`config.mk`:
```
export PLATFORM = sky130hd
export DESIGN_NAME = sprite_line_loader_flat
export DESIGN_NICKNAME = d
export VERILOG_FILES = /design/src/rtl/sprite_line_loader_if.sv /design/src/rtl/sprite_line_loader.sv /design/src/flat_wrapper.sv
export SDC_FILE = /design/constraint.sdc
export NUM_CORES = 1
export LEC_CHECK = 0
export ABC_AREA = 1
export BUFFER_PORTS_ARGS = -buffer_cell sky130_fd_sc_hd__buf_4
export CAP_MARGIN = 10
export CORE_AREA = 2 2 181 183
export CTS_BUF_LIST = sky130_fd_sc_hd__clkbuf_4
export CTS_CLUSTER_DIAMETER = 30
export DETAILED_ROUTE_END_ITERATION = 10
export DIE_AREA = 0 0 183 185
export HOLD_SLACK_MARGIN = 0.1
export SYNTH_ARGS = -nofsm -noshare
export SYNTH_HDL_FRONTEND = slang
export SYNTH_SLANG_ARGS = --single-unit
```
`constraint.sdc`:
```
create_clock -name clk -period 3.45 [get_ports clk]
set_input_delay 0.1725 -clock clk [delete_from_list [all_inputs] [get_ports clk]]
set_output_delay 0.1725 -clock clk [all_outputs]
set_load 0.03 [all_outputs]
```
`src/rtl/sprite_line_loader_if.sv`:
```
// OAM read port, VRAM pattern-fetch handshake and shifter push port of the sprite line loader.
interface sprite_line_loader_if;
  logic [7:0]  oam_addr;
  logic [7:0]  oam_data;
  logic        vram_req;
  logic [13:0] vram_addr;
  logic        vram_ack;
  logic [7:0]  vram_data;
  logic [3:0]  load;
  logic [26:0] load_in;

  modport master (
    output oam_addr,
    input  oam_data,
    output vram_req,
    output vram_addr,
    input  vram_ack,
    input  vram_data,
    output load,
    output load_in
  );

  modport slave (
    input  oam_addr,
    output oam_data,
    input  vram_req,
    input  vram_addr,
    output vram_ack,
    output vram_data,
    input  load,
    input  load_in
  );
endinterface

```
`src/rtl/sprite_line_loader.sv`:
```
// Scans OAM for sprites on the next line, fetches their pattern bytes and pushes
// NumSlots entries into the sprite shifter, slot 0 first.
module sprite_line_loader #(
  parameter int unsigned NumSlots   = 8,
  parameter int unsigned OamEntries = 64
) (
  input  logic                 clk,
  input  logic                 reset_n,
  input  logic                 ce,
  input  logic                 start_eval,
  input  logic                 start_fetch,
  input  logic [8:0]           scanline,
  input  logic                 obj_size,
  input  logic                 obj_patt,
  sprite_line_loader_if.master bus,
  output logic                 sprite0_on_line,
  output logic                 overflow,
  output logic                 busy
);
  localparam int unsigned SlotW  = $clog2(NumSlots);
  localparam int unsigned HitW   = $clog2(NumSlots + 1);
  localparam int unsigned EntryW = $clog2(OamEntries);

  typedef enum logic [2:0] {StIdle, StEval, StEvalDone, StFetchLo, StFetchHi, StPush} state_e;

  state_e              state_q, state_d;
  logic [EntryW-1:0]   entry_q, entry_d;
  logic [2:0]          phase_q, phase_d;
  logic [HitW-1:0]     hits_q, hits_d;
  logic [SlotW-1:0]    slot_q, slot_d;
  logic [7:0]          lo_q, lo_d, hi_q, hi_d;
  logic [26:0]         load_in_q, load_in_d;
  logic                sprite0_q, sprite0_d, overflow_q, overflow_d;

  // Secondary buffer; attr keeps {vflip, hflip, prio, pal[1:0]}
  logic [7:0]          tile_q [NumSlots];
  logic [4:0]          attr_q [NumSlots];
  logic [7:0]          x_q    [NumSlots];
  logic [3:0]          row_q  [NumSlots];
  logic                wr_row, wr_tile, wr_attr, wr_x, next_entry;

  logic [8:0]          dy;
  logic                in_range, live, plane;
  logic [3:0]          row_eff;
  logic [13:0]         fetch_addr;
  logic [7:0]          pat;
  logic [26:0]         push_word;
  logic [SlotW-1:0]    wr_idx;

  function automatic logic [7:0] rev8(input logic [7:0] v);
    for (int i = 0; i < 8; i++) rev8[i] = v[7-i];
  endfunction

  assign dy       = scanline - {1'b0, bus.oam_data};
  assign in_range = obj_size ? (dy < 9'd16) : (dy < 9'd8);
  assign wr_idx   = hits_q[SlotW-1:0];
  assign live     = HitW'(slot_q) < hits_q;
  assign plane    = (state_q == StFetchHi);

  always_comb begin
    row_eff = row_q[slot_q];
    if (attr_q[slot_q][4]) row_eff = obj_size ? ~row_q[slot_q] : {row_q[slot_q][3], ~row_q[slot_q][2:0]};
    if (obj_size) begin
      fetch_addr = {1'b0, tile_q[slot_q][0], tile_q[slot_q][7:1], row_eff[3], plane, row_eff[2:0]};
    end else begin
      fetch_addr = {1'b0, obj_patt, tile_q[slot_q], plane, row_eff[2:0]};
    end
    pat       = attr_q[slot_q][3] ? rev8(bus.vram_data) : bus.vram_data;
    push_word = live ? {x_q[slot_q], attr_q[slot_q][2:0], lo_q, hi_q} : {8'hFF, 3'b000, 16'h0000};
  end

  always_comb begin
    state_d    = state_q;
    entry_d    = entry_q;
    phase_d    = phase_q;
    hits_d     = hits_q;
    slot_d     = slot_q;
    lo_d       = lo_q;
    hi_d       = hi_q;
    load_in_d  = load_in_q;
    sprite0_d  = sprite0_q;
    overflow_d = overflow_q;
    wr_row     = 1'b0;
    wr_tile    = 1'b0;
    wr_attr    = 1'b0;
    wr_x       = 1'b0;
    next_entry = 1'b0;
    if (ce) begin
      unique case (state_q)
        StIdle: begin
          if (start_eval) begin
            state_d    = StEval;
            entry_d    = '0;
            phase_d    = 3'd0;
            hits_d     = '0;
            sprite0_d  = 1'b0;
            overflow_d = 1'b0;
          end
        end
        StEval: begin
          // phase 1 tests Y; phases 2..4 capture tile, attr, x of a hit
          case (phase_q)
            3'd0: phase_d = 3'd1;
            3'd1: begin
              if (!in_range) begin
                next_entry = 1'b1;
              end else if (hits_q == HitW'(NumSlots)) begin
                overflow_d = 1'b1;
                state_d    = StEvalDone;
              end else begin
                wr_row  = 1'b1;
                phase_d = 3'd2;
                if (entry_q == '0) sprite0_d = 1'b1;
              end
            end
            3'd2: begin wr_tile = 1'b1; phase_d = 3'd3; end
            3'd3: begin wr_attr = 1'b1; phase_d = 3'd4; end
            3'd4: begin wr_x = 1'b1; hits_d = hits_q + 1'b1; next_entry = 1'b1; end
            default: phase_d = 3'd0;
          endcase
          if (next_entry) begin
            if (entry_q == EntryW'(OamEntries - 1)) begin
              state_d = StEvalDone;
            end else begin
              entry_d = entry_q + 1'b1;
              phase_d = 3'd0;
            end
          end
        end
        StEvalDone: begin
          if (start_fetch) begin
            slot_d  = '0;
            state_d = (hits_q != '0) ? StFetchLo : StPush;
          end
        end
        StFetchLo: begin
          if (bus.vram_ack) begin
            lo_d    = pat;
            state_d = StFetchHi;
          end
        end
        StFetchHi: begin
          if (bus.vram_ack) begin
            hi_d    = pat;
            state_d = StPush;
          end
        end
        StPush: begin
          load_in_d = push_word;
          if (slot_q == SlotW'(NumSlots - 1)) begin
            state_d = StIdle;
          end else begin
            slot_d  = slot_q + 1'b1;
            state_d = (HitW'(slot_q) + 1'b1 < hits_q) ? StFetchLo : StPush;
          end
        end
        default: state_d = StIdle;
      endcase
    end
  end

  always_ff @(posedge clk) begin
    if (!reset_n) begin
      state_q    <= StIdle;
      entry_q    <= '0;
      phase_q    <= 3'd0;
      hits_q     <= '0;
      slot_q     <= '0;
      lo_q       <= 8'h00;
      hi_q       <= 8'h00;
      load_in_q  <= '0;
      sprite0_q  <= 1'b0;
      overflow_q <= 1'b0;
      for (int i = 0; i < NumSlots; i++) begin
        tile_q[i] <= 8'h00;
        attr_q[i] <= 5'h00;
        x_q[i]    <= 8'h00;
        row_q[i]  <= 4'h0;
      end
    end else begin
      state_q    <= state_d;
      entry_q    <= entry_d;
      phase_q    <= phase_d;
      hits_q     <= hits_d;
      slot_q     <= slot_d;
      lo_q       <= lo_d;
      hi_q       <= hi_d;
      load_in_q  <= load_in_d;
      sprite0_q  <= sprite0_d;
      overflow_q <= overflow_d;
      if (wr_row)  row_q[wr_idx]  <= dy[3:0];
      if (wr_tile) tile_q[wr_idx] <= bus.oam_data;
      if (wr_attr) attr_q[wr_idx] <= {bus.oam_data[7:5], bus.oam_data[1:0]};
      if (wr_x)    x_q[wr_idx]    <= bus.oam_data;
    end
  end

  always_comb begin
    busy            = (state_q != StIdle);
    sprite0_on_line = sprite0_q;
    overflow        = overflow_q;
    bus.oam_addr    = 8'h00;
    if (state_q == StEval) bus.oam_addr = {entry_q, (phase_q >= 3'd3) ? 2'd3 : phase_q[1:0]};
    bus.vram_req    = (state_q == StFetchLo) || (state_q == StFetchHi);
    bus.vram_addr   = bus.vram_req ? fetch_addr : 14'h0000;
    bus.load        = (state_q == StPush && ce) ? 4'hF : 4'h0;
    bus.load_in     = (state_q == StPush && ce) ? push_word : load_in_q;
  end
endmodule
```
`src/flat_wrapper.sv`:
```
// flat-port wrapper written by rule: the top's interface ports become plain ports
module sprite_line_loader_flat 
#(
  parameter int unsigned NumSlots   = 8,
  parameter int unsigned OamEntries = 64
)
  (clk, reset_n, ce, start_eval, start_fetch, scanline, obj_size, obj_patt, sprite0_on_line, overflow, busy, bus_oam_addr, bus_oam_data, bus_vram_req, bus_vram_addr, bus_vram_ack, bus_vram_data, bus_load, bus_load_in);
  sprite_line_loader_if bus_i ();
  input  logic clk;
  input  logic reset_n;
  input  logic ce;
  input  logic start_eval;
  input  logic start_fetch;
  input  logic [8:0] scanline;
  input  logic obj_size;
  input  logic obj_patt;
  output logic sprite0_on_line;
  output logic overflow;
  output logic busy;
  output wire logic [$bits(bus_i.oam_addr)-1:0] bus_oam_addr;
  input wire logic [$bits(bus_i.oam_data)-1:0] bus_oam_data;
  output wire logic [$bits(bus_i.vram_req)-1:0] bus_vram_req;
  output wire logic [$bits(bus_i.vram_addr)-1:0] bus_vram_addr;
  input wire logic [$bits(bus_i.vram_ack)-1:0] bus_vram_ack;
  input wire logic [$bits(bus_i.vram_data)-1:0] bus_vram_data;
  output wire logic [$bits(bus_i.load)-1:0] bus_load;
  output wire logic [$bits(bus_i.load_in)-1:0] bus_load_in;
  assign bus_oam_addr = bus_i.oam_addr;
  assign bus_i.oam_data = bus_oam_data;
  assign bus_vram_req = bus_i.vram_req;
  assign bus_vram_addr = bus_i.vram_addr;
  assign bus_i.vram_ack = bus_vram_ack;
  assign bus_i.vram_data = bus_vram_data;
  assign bus_load = bus_i.load;
  assign bus_load_in = bus_i.load_in;
  sprite_line_loader #(.NumSlots(NumSlots), .OamEntries(OamEntries)) u_core (.clk(clk), .reset_n(reset_n), .ce(ce), .start_eval(start_eval), .start_fetch(start_fetch), .scanline(scanline), .obj_size(obj_size), .obj_patt(obj_patt), .bus(bus_i), .sprite0_on_line(sprite0_on_line), .overflow(overflow), .busy(busy));
endmodule
```
Word level (Yosys, flattened, before mapping)
Memory sizes are Yosys's and may differ from the RTL's. A register that Yosys moved wholly into a read port is not among the register bits.
Cells that the tools add are included.
{"block": "totals", "output_inout_bits": 57, "latch_bits": 0, "memories": 4, "reg_bits": 64, "mem_bits_ro": 0, "in_bits": 33, "ramBits": 200}
{"memory": "u_core.tile_q", "depth": 8, "word_bits": 8, "read_ports": 1, "rd_clocked_by_memory_dff": 1, "write_ports": 8, "line": "sprite_line_loader.sv:36", "rtl": "logic [7:0] tile_q [NumSlots];"}
{"memory": "u_core.x_q", "depth": 8, "word_bits": 8, "read_ports": 1, "rd_clocked_by_memory_dff": 1, "write_ports": 8, "line": "sprite_line_loader.sv:38", "rtl": "logic [7:0] x_q [NumSlots];"}
{"memory": "u_core.attr_q", "depth": 8, "word_bits": 5, "read_ports": 1, "rd_clocked_by_memory_dff": 1, "write_ports": 8, "line": "sprite_line_loader.sv:37", "rtl": "logic [4:0] attr_q [NumSlots];"}
{"memory": "u_core.row_q", "depth": 8, "word_bits": 4, "read_ports": 1, "rd_clocked_by_memory_dff": 1, "write_ports": 8, "line": "sprite_line_loader.sv:39", "rtl": "logic [3:0] row_q [NumSlots];"}
{"block": "classes", "n_eq_ne": 25, "n_lt_le_gt_ge": 5, "n_mul": 0, "mux": 102, "div_mod_pow": 0, "addsub": 5, "n_shift": 0, "n_reduce_logical": 23, "bitwise": 2}
{"cell": "3-bit 2-to-1 mux", "count": 31}
{"cell": "27-bit 2-to-1 mux", "count": 2}
{"cell": "1-bit 2-to-1 mux", "count": 43}
{"cell": "8-bit 2-to-1 mux", "count": 4}
{"cell": "13-bit 2-to-1 mux", "count": 2}
{"cell": "4-bit 2-to-1 mux", "count": 6}
{"cell": "6-bit 2-to-1 mux", "count": 3}
{"cell": "2-bit inequality test, second input constant", "count": 9}
{"cell": "3-bit one-hot mux with 6 select lines", "count": 1}
{"cell": "8-bit OR reduction", "count": 2}
{"cell": "3-bit one-hot mux with 5 select lines", "count": 1}
{"cell": "3-bit by 2-bit equality test with 1-bit output, second input constant", "count": 4}
{"cell": "3-bit equality test, second input constant", "count": 4}
{"cell": "3-bit one-hot mux with 2 select lines", "count": 2}
{"cell": "6-bit one-hot mux with 2 select lines", "count": 1}
{"cell": "5-bit AND reduction", "count": 2}
{"cell": "9-bit by 4-bit < comparator with 1-bit output, second input constant", "count": 1}
{"cell": "9-bit by 5-bit < comparator with 1-bit output, second input constant", "count": 1}
{"cell": "3-bit AND reduction", "count": 3}
{"cell": "9-bit by 8-bit subtractor with 9-bit output", "count": 1}
{"cell": "2-bit by 1-bit inequality test with 1-bit output, second input constant", "count": 4}
{"cell": "4-bit one-hot mux with 2 select lines", "count": 1}
{"cell": "4-bit AND reduction", "count": 2}
{"cell": "7-bit AND reduction", "count": 1}
{"cell": "other kinds (26)", "count": 31}

Logic depth before layout (Yosys ltp)
Gate-level depths: netlist of the first run.
{"block": "logic_depth", "word_depth": 12, "mapped_depth": 20, "ltp_nobuf": 20}

Worst setup path after synthesis of the first run
OpenSTA, ideal clock, no wires.
{"block": "synth_timing", "path_kind": "input port to flip-flop", "start": "input port bus_oam_data[2]", "end": "memory u_core.row_q[7][0] (enable)", "required_ns": 3.142, "setup_ns": 0.308, "path_stages": 15, "arrival_time_ns": 2.217, "path_slack_ns": 0.926, "path_cell_list": "clkinv_1 clkbuf_1 ha_1 buf_2 a21oi_2 nand2_1 nand2_1 nand2_1 nand2_1 nand2_1 nor2_1 nand3_2 nor4_4 nand2_1 nand2_1"}
{"element": "start: declaration", "line": "flat_wrapper.sv:21", "rtl": "input wire logic [$bits(bus_i.oam_data)-1:0] bus_oam_data;"}
{"element": "end: declaration", "line": "sprite_line_loader.sv:39"}

==> results.toml, run 1 <==
[placed_design]
place_ws_ns = 0.5737
dpl.hpwl_mm = 23.33
port-buffer-count = 88
gp_congestion = 0.8483

[timing]
rsz0062_at_grt = "false"
hold_viol = 0
timing.fmax_mhz = 323.6
worstMarginPinSlew_ns = 1.039
post-route-period-util_pct = 89.58
slew_viol_final = 0
fin_setup_tns_ns = 0
setup-violations-final = 0
worst_slack_ns = 0.3596
clock_skew_ns = 0.03158
fin_crit_ns = 3.090
slew_headroom_pct = 30.64

[min_path]
min_from = "bus_oam_data[0]"
min_to = "u_core.row_q[4][0]"
whs_path_depth = 3
hp-class = "in -> reg"

[clocking]
cts_tree = "done"
clock_latency_ns = 0.69
cts.reportedPaths.clkPinSlew_ns = 0.06
cts.path.max_buffers = 3
cts-htree-levels = 3
cts_buffers = 73
cts_root_buf = "clkbuf_4"
numClockSinks = 267

[global_routing]
grt_usage_pct = 20.60
first_global_vias = 10122
grt_first_pass_wirelength_mm = 53.77
antenna_found_initial = 1
gr-total-overflow = 0
grt_max_degree = 61

[die]
die_width_um = 183
die_h_um = 185
pin_count = 90
dieArea_um2 = 33860
start_util_pct = 39.53
rows = 66
core_area_um2 = 32040

[yosys]
ys_ff_latch = 267
synth.cell_area_um2 = 12670
syn_avg_cell_area_um2 = 8.864
async_reset_ff_share_pct = 0
yosys.cell_types.count = 39
synth.area.top_cells = "edfxtp_1 (47%), dfxtp_1 (11%), nor2_1 (9.5%), nand2_1 (7.5%), a21oi_1 (4.5%)"
synth_edf_count = 200
yosysWarnings = 0
synth_top_area_cell = "edfxtp_1"
synth_top_area_share_pct = 47.41
synthFlopType = "edfxtp_1"
ys_seq_area_share_pct = 58.00
synth_nets = 1482
syn_inst = 1429

[finish]
final_common_cell = "nor2_1"
post-route-util_pct = 46.58
areaGrowthSynthToFinish_pct = 17.83
final_nets = 1624
drive_above_1_share_pct = 16.66
layout_common_cells = "nor2_1 (322), nand2_1 (253), edfxtp_1 (200)"

[run_status]
outcome = "finished clean"

[setup_path]
cp_data_required_time_ns = 3.28
regToRegEndpoint = "u_core.lo_q[7]"
crit_fanout = 60
crit_path_start_kind = "flip-flop"
path_class = "reg -> out"
ff2ff_path_depth = 11
worst_setup_path_end_kind = "output pin"
arrival_ns = 2.92
r2r_slack_ns = 0.58

[route]
vias_per_cell = 5.227
wl_per_cell_um = 17.20
postRouteAntennaNets = 0
first_pass_iters = 8
dr_total_vias = 10611
drtIter0Drc = 878
wl_mm = 34.92
drc_errors = 0

[flow_run]
cap_violations = 0

[power]
peakVddDrop_mv = 0.1825
p_total_mw = 6.810
p_leak_nw = 6.358
power.density_nw_per_um2 = 456.3
==> state kept, by name, summed over array words and instances (netlist names), named ones only <==
| signal | cells |
|---|---|
| u_core.x_q | 64 |
| u_core.tile_q | 64 |
| u_core.overflow | 1 |
| u_core.hi_q | 8 |
| u_core.slot_q | 3 |
| u_core.sprite0_on_line | 1 |
| u_core.lo_q | 8 |
| u_core.phase_q | 3 |
| u_core.hits_q | 4 |
| u_core.load_in_q | 27 |
| u_core.entry_q | 6 |
| u_core.attr_q | 40 |
| u_core.row_q | 32 |
| u_core.state_q | 3 |
==> worst max path at each step <==
stage	from	to	slack, ns	cells after the start
6_report	flip-flop	bus_vram_addr[4]	0.36	10
5_1_grt	flip-flop	bus_vram_addr[4]	0.08	10
4_1_cts	u_core.hits_q[1]	bus_load_in[3]	0.15	9
3_5_place_dp	bus_oam_data[0]	u_core.row_q[7][2]	0.57	14
3_3_place_gp	bus_oam_data[0]	u_core.row_q[6][0]	0.61	14
2_1_floorplan	bus_oam_data[2]	u_core.row_q[7][0]	0.93	15
==> stage by stage <==
| stage | cell area, um2 | hold WS [ns] | instances |
|---|---|---|---|
| final | 14930 | 0.1610 | 2030 |
| after global routing | 14930 | 0.1218 | 2030 |
| after CTS | 14890 | 0.1141 | 2026 |
| after detailed placement | 13810 | 0.4638 | 1884 |
| after global placement | 13810 | 0.4599 | 1884 |
| after floorplan | 12670 | 0.3455 | 1429 |
==> critical path, stage by stage, from the launching register on <==
cell and delay [ns]:
dfxtp_2 0.37, buf_4 0.53, a21oi_1 0.15, a32o_1 0.24, nand2_1 0.06, nand2_1 0.15, inv_1 0.19, a21oi_1 0.07
o21ai_0 0.23, inv_1 0.06, buf_4 0.17
==> metal layers <==
metal  up-vias  track usage (%)  routed length (um)
met5         -                0                   0
met4         0            8.288                 850
met3        64            3.834                2321
met2       372            34.29               16860
met1      5010            26.61               14890
li1       5165                -                   -
==> Yosys cell counts, types with 3 or more instances <==
| library cell | count |
|---|---|
| nor2_1 | 322 |
| nand2_1 | 253 |
| edfxtp_1 | 200 |
| a21oi_1 | 113 |
| o21ai_0 | 103 |
| inv_1 | 95 |
| dfxtp_1 | 67 |
| clkbuf_1 | 58 |
| nand3_1 | 46 |
| ha_1 | 19 |
| nor3_1 | 19 |
| o22ai_1 | 18 |
| a221o_1 | 17 |
| nand2_2 | 17 |
| buf_2 | 11 |
| o221ai_1 | 8 |
| a31oi_1 | 7 |
| clkinv_1 | 7 |
| nand4_1 | 6 |
| o21ai_1 | 6 |
| buf_1 | 5 |
| buf_4 | 5 |
| a211oi_1 | 3 |
==> layout make-up <==
class | count | area (um2)
tap | 408 | 510.5
clock inverter | 19 | 102.6
fill | 3058 | 17120
antenna | 1 | 2.502
clock buffer | 106 | 795.8
timing repair buffer | 146 | 1164
inverter | 104 | 390.4
sequential | 267 | 7348
multi-input combinational | 979 | 4612
==> kinds of logic after synthesis <==
kind of cell | Yosys count | synth area share, %
XOR/XNOR | 2 | 0.1383
adder cells (fa/ha/maj) | 20 | 2.035
buffers and inverters | 183 | 5.680
AO/OA/AOI/OAI | 284 | 12.69
AND/OR/NAND/NOR | 672 | 21.42
other | 1 | 0.02960
flip-flops | 267 | 58.00
==> where the power goes <==
group,switching [mW],leakage [nW],internal (mW)
combinational,0.333,3.21,0.150
clock,1.29,0.539,1.48
sequential,0.0325,2.61,3.52
total,1.66,6.36,5.15
==> timing repair <==
| item | in CTS | in global routing |
|---|---|---|
| gates resized for setup | 1 | 0 |
| endpoints found under the setup margin | 14 | 6 |
| hold buffers | 17 | 0 |
| hold endpoints to repair | 27 | 0 |
| pin swaps | 0 | 1 |
| buffers inserted | 0 | 3 |
(Power assumes the default switching activity.)
==> inputs of run 2 (changes only) <==
--- a/config.mk
+++ b/config.mk
@@ -6,13 +6,13 @@
 export NUM_CORES = 1
 export LEC_CHECK = 0
 export ABC_AREA = 1
-export BUFFER_PORTS_ARGS = -buffer_cell sky130_fd_sc_hd__buf_4
 export CAP_MARGIN = 10
 export CORE_AREA = 2 2 181 183
 export CTS_BUF_LIST = sky130_fd_sc_hd__clkbuf_4
 export CTS_CLUSTER_DIAMETER = 30
 export DETAILED_ROUTE_END_ITERATION = 10
 export DIE_AREA = 0 0 183 185
+export DONT_BUFFER_PORTS = 1
 export HOLD_SLACK_MARGIN = 0.1
 export SYNTH_ARGS = -nofsm -noshare
 export SYNTH_HDL_FRONTEND = slang
==> run 2 against run 1 <==
  * Clock power about the same
  * Critical path type is now in -> reg
  * Largest cell class unchanged
  * Sequential power barely moved
  * Final cell count fell by 3.1%
==> results.toml, run 2 (synthesized netlist as in run 1, its figures left out) <==
[timing]
fin_crit_ns = 3.293
worst_slack_ns = 0.1567
post-route-period-util_pct = 95.46
rsz0062_at_grt = "true"
clock_skew_ns = 0.05650
fin_setup_tns_ns = 0
slew_viol_final = 0
setup-violations-final = 0
worstMarginPinSlew_ns = 1.009
hold_viol = 0
slew_headroom_pct = 32.64
timing.fmax_mhz = 303.6

[finish]
final_common_cell = "nor2_1"
post-route-util_pct = 45.33
final_nets = 1564
layout_common_cells = "nor2_1 (321), nand2_1 (253), edfxtp_1 (200)"
areaGrowthSynthToFinish_pct = 14.67
top_regs = "u_core.tile_q (64), u_core.x_q (64), u_core.attr_q (40)"
drive_above_1_share_pct = 12.70

[power]
p_total_mw = 6.798
power.density_nw_per_um2 = 468.0
p_leak_nw = 6.028
peakVddDrop_mv = 0.2095

[die]
start_util_pct = 39.53
dieArea_um2 = 33860
die_width_um = 183
die_h_um = 185
rows = 66
core_area_um2 = 32040
pin_count = 90

[clocking]
cts_root_buf = "clkbuf_4"
cts_buffers = 73
cts-htree-levels = 3
numClockSinks = 267
clock_latency_ns = 0.71
cts.path.max_buffers = 3
cts_tree = "done"
cts.reportedPaths.clkPinSlew_ns = 0.06

[global_routing]
antenna_found_initial = 1
gr-total-overflow = 0
first_global_vias = 9938
grt_usage_pct = 20.56
grt_max_degree = 64
grt_first_pass_wirelength_mm = 53.79

[placed_design]
port-buffer-count = 0
dpl.hpwl_mm = 23.19
gp_congestion = 0.7987
place_ws_ns = 0.6654

[route]
drtIter0Drc = 731
wl_mm = 35.03
first_pass_iters = 5
vias_per_cell = 5.254
wl_per_cell_um = 17.80
dr_total_vias = 10340
postRouteAntennaNets = 0
drc_errors = 0

[run_status]
outcome = "finished clean"

[flow_run]
cap_violations = 0

[setup_path]
cp_data_required_time_ns = 4.10
slowest_stage = "dlygate4sd3_1"
crit_fanout = 7
arrival_ns = 3.94
cp_common_cell = "nand2_1"
worst_setup_path_end_kind = "flip-flop"
r2r_slack_ns = 0.33
path_class = "in -> reg"
cp_cell_sequence = "dlygate4sd3_1, clkinv_1, ha_1, nand3_1, nand2_1, nand2_1, nand3_1, nand2_1, nor2_1, nand3_2, nand2_1, nand2_1, o21ai_4, nor2_4, nand2_1, nand2_1, dlygate4sd3_1, nor2_1, dlygate4sd3_1"
crit_path_start_kind = "input pin"
max_stage_delay_ns = 0.56

[min_path]
hp-class = "in -> reg"
## run 2: cell count changes in the layout (fill, tap and decap cells not counted), moves of 2 or more
cell and delta:
clkinv_2 -2, clkinv_1 -4, buf_4 -75, inv_2 +2, clkinvlp_4 +2, dlygate4sd3_1 +16
## run 2: layer usage
layer	global-route usage, %	wire (um)
met1	25.02	14280
met2	34.47	16950
met3	4.738	2398
met4	10.14	1399
met5	0	0
## run 2: layout make-up
type | count | area (um2)
Clock buffer | 106 | 795.8
Inverter | 104 | 390.4
Tap cell | 408 | 510.5
Antenna cell | 1 | 2.502
Clock inverter | 17 | 100.1
Multi-Input combinational cell | 979 | 4637
Sequential cell | 267 | 7348
Timing Repair Buffer | 86 | 740.7
Fill cell | 3114 | 17520
## run 2: report_power, final
group          total [mW]  internal (mW)  switching, mW
registers            3.56           3.52         0.0316
clock network        2.78           1.48           1.30
logic               0.461          0.134          0.327
## run 2: final timing paths
path,startpoint,depth (start not counted),end
setup / recovery,bus_oam_data[2],19,u_core.entry_q[4]
hold / removal,ce,3,u_core.lo_q[7]
setup reg to reg,u_core.state_q[0],12,u_core.entry_q[4]
hold reg to reg,u_core.load_in_q[15],2,u_core.load_in_q[15]
## run 2: through the flow
stage,std cells,hold WS [ns],cell area [um2]
detailed placement,1810,0.3130,13240
CTS,1967,0.1135,14490
global route,1968,0.1776,14530
finish,1968,0.1784,14530
floorplan,1429,0.3455,12670
global placement,1810,0.3062,13240
## run 2: what timing repair did
| item | in CTS | in global routing |
|---|---|---|
| setup endpoints to repair | 0 | 18 |
| buffers inserted | 0 | 0 |
| hold buffers | 34 | 0 |
| gates resized for setup | 0 | 6 |
| hold endpoints to repair | 418 | 0 |
## run 2: worst max-delay path: cells and delay by family
kind,cells,cell delay [ns]
AO/OA/AOI/OAI,1,0.21
buffers and inverters,4,1.78
AND/OR/NAND/NOR,13,1.30
adder cells (fa/ha/maj),1,0.47
==> inputs of run 3 (changes only) <==
--- a/config.mk
+++ b/config.mk
@@ -7,11 +7,11 @@
 export LEC_CHECK = 0
 export ABC_AREA = 1
 export CAP_MARGIN = 10
-export CORE_AREA = 2 2 181 183
+export CORE_AREA = 2 2 129 257
 export CTS_BUF_LIST = sky130_fd_sc_hd__clkbuf_4
 export CTS_CLUSTER_DIAMETER = 30
 export DETAILED_ROUTE_END_ITERATION = 10
-export DIE_AREA = 0 0 183 185
+export DIE_AREA = 0 0 131 259
 export DONT_BUFFER_PORTS = 1
 export HOLD_SLACK_MARGIN = 0.1
 export SYNTH_ARGS = -nofsm -noshare
==> run 3 against run 2 <==
  * Final cell count increased by 0.61%
  * First-iteration DRC count decreased by 13%
  * Clock skew decreased by 0.011 ns
  * Register-to-register slack about the same
  * Sequential cell count unchanged
  * Count of clock-buffer cells in the layout decreased by 10
  * Combinational power about the same
  * Sequential power about the same
  * Clock power decreased by 1%
  * Worst hold slack got worse by 0.0020 ns
  * Critical path depth decreased by 9
  * Critical path type is now reg -> out
  * Largest cell class unchanged
==> results.toml, run 3 (synthesized netlist as in run 1, its figures left out) <==
[run_status]
outcome = "finished clean"

[setup_path]
cp_data_required_time_ns = 3.28
crit_fanout = 27
path_class = "reg -> out"
regToRegEndpoint = "u_core.lo_q[1]"
crit_start = "u_core.hits_q[1]"
critical_path.endpoint = "bus_load_in[22]"
max_stage_delay_ns = 0.44
cp_cell_sequence = "inv_1, ha_1, a21boi_0, o21a_1, o21ai_2, buf_4, nand3_1, nand2_1, nand2_1, buf_4"
ff2ff_path_depth = 11
arrival_ns = 3.04
slowest_stage = "dfxtp_1"
r2r_slack_ns = 0.33
worst_setup_path_end_kind = "output pin"
crit_path_start_kind = "flip-flop"

[die]
dieArea_um2 = 33930
core_area_um2 = 32000
rows = 93
start_util_pct = 39.59
die_h_um = 259
die_width_um = 131
pin_count = 90

[finish]
multi_input_area_um2 = 4604
regArea_um2 = 7348
areaGrowthSynthToFinish_pct = 14.89
drive_above_1_share_pct = 12.38
layout_common_cells = "nor2_1 (322), nand2_1 (253), edfxtp_1 (200)"
final_nets = 1557
top_regs = "u_core.tile_q (64), u_core.x_q (64), u_core.attr_q (40)"
final_common_cell = "nor2_1"
fin_area_um2 = 14550
post-route-util_pct = 45.48
n_fill_cell = 3117

[route]
postRouteAntennaNets = 0
drc_errors = 0
first_pass_iters = 9
vias_per_cell = 5.271
wl_per_cell_um = 18.28
dr_total_vias = 10437
drtIter0Drc = 633
top_layer_used = "met4"
wl_mm = 36.20
wl_met2_mm = 20.10
wl_met3_mm = 1.658
wl_met1_mm = 12.76

[placed_design]
postPlaceCellArea_um2 = 13290
gp_congestion = 0.8580
port-buffer-count = 0
dpl.hpwl_mm = 24.22

[timing]
clock_skew_ns = 0.04515
whs_ns = 0.1763
worstMarginPinSlew_ns = 1.085
hold_viol = 0
setup-violations-final = 0
rsz0062_at_grt = "false"
timing.fmax_mhz = 311.3
fin_setup_tns_ns = 0
slew_viol_final = 0
fin_crit_ns = 3.212
post-route-period-util_pct = 93.11
slew_headroom_pct = 27.63

[power]
power.density_nw_per_um2 = 464.1
peakVddDrop_mv = 0.2098
p_leak_nw = 6.016

[clocking]
cts-htree-levels = 2
cts_root_buf = "clkbuf_4"
numClockSinks = 267
cts.path.max_buffers = 3
cts_buffers = 60
clock_latency_ns = 0.76
cts.reportedPaths.clkPinSlew_ns = 0.08
cts_tree = "done"

[global_routing]
gr-total-overflow = 0
grt_usage_pct = 21.20
first_global_vias = 10184
grt_max_degree = 101
antenna_found_initial = 2
grt_first_pass_wirelength_mm = 54.03

[min_path]
hp-class = "in -> reg"
min_from = "reset_n"

[flow_run]
cap_violations = 0
run 3: changes by cell type in the layout (fill, tap and decap cells not counted), sizes merged:
cell | before | now
diode | 1 | 2
clkbuf | 106 | 96
clkinv | 20 | 17
bufinv | 1 | 3
buf | 53 | 56
inv | 98 | 95
dlygate4sd3 | 33 | 36
run 3: per-stage QoR:
stage               power [mW]  worst slack (ns)  instances
detailed placement       4.035            0.6356       1830
CTS                      6.817           0.08813       1976
finish                   6.755            0.2377       1980
floorplan                3.889            0.9257       1429
global placement         4.032            0.7094       1830
global route             6.985           0.05644       1980
run 3: cell type report:
type / count / area share, %
diodes: 2 / 0.03439
clock buffers: 96 / 4.952
clock inverters: 13 / 0.9114
inverters: 104 / 2.734
multi-input cells: 979 / 31.64
flip-flops and latches: 267 / 50.49
well taps: 427 / 3.671
repair buffers: 92 / 5.563
run 3: routing by layer:
metal,GRT usage [%],vias up
met1,21.10,4971
met4,11.91,0
met5,0,-
li1,-,5035
met3,3.236,118
met2,40.39,313
run 3: worst max-delay path, delay by kind of cell (launching register included):
| family | cells | cell delay (ns) |
|---|---|---|
| buffers and inverters | 3 | 0.67 |
| DFF | 1 | 0.44 |
| adders and majority gates | 1 | 0.31 |
| and+or+nand+nor | 3 | 0.42 |
| AOI/OAI and AO/OA | 3 | 0.43 |
run 3: worst min-delay path by stage:
| stage | to | slack, ns | cells after the start |
|---|---|---|---|
| after global placement | u_core.entry_q[4] | 0.31 | 2 |
| after floorplan | u_core.overflow | 0.35 | 2 |
| after global routing | u_core.row_q[3][3] | 0.21 | 4 |
| final | u_core.row_q[6][1] | 0.18 | 4 |
| after detailed placement | u_core.entry_q[4] | 0.32 | 2 |
| after CTS | u_core.row_q[6][2] | 0.13 | 4 |
run 3: repair_timing:
action / 4_1_cts / 5_1_grt
setup buffers: 0 / 2
gates resized for setup: 0 / 3
endpoints found under the hold margin: 459 / 0
setup endpoints to repair: 0 / 8
hold buffers: 37 / 0
run 3: where the power goes:
group / switching (mW) / total [mW] / internal, mW / leakage, nW
combinational: 0.331 / 0.458 / 0.127 / 2.90
clock: 1.26 / 2.74 / 1.48 / 0.509
sequential: 0.0318 / 3.55 / 3.52 / 2.61
total: 1.63 / 6.75 / 5.13 / 6.02
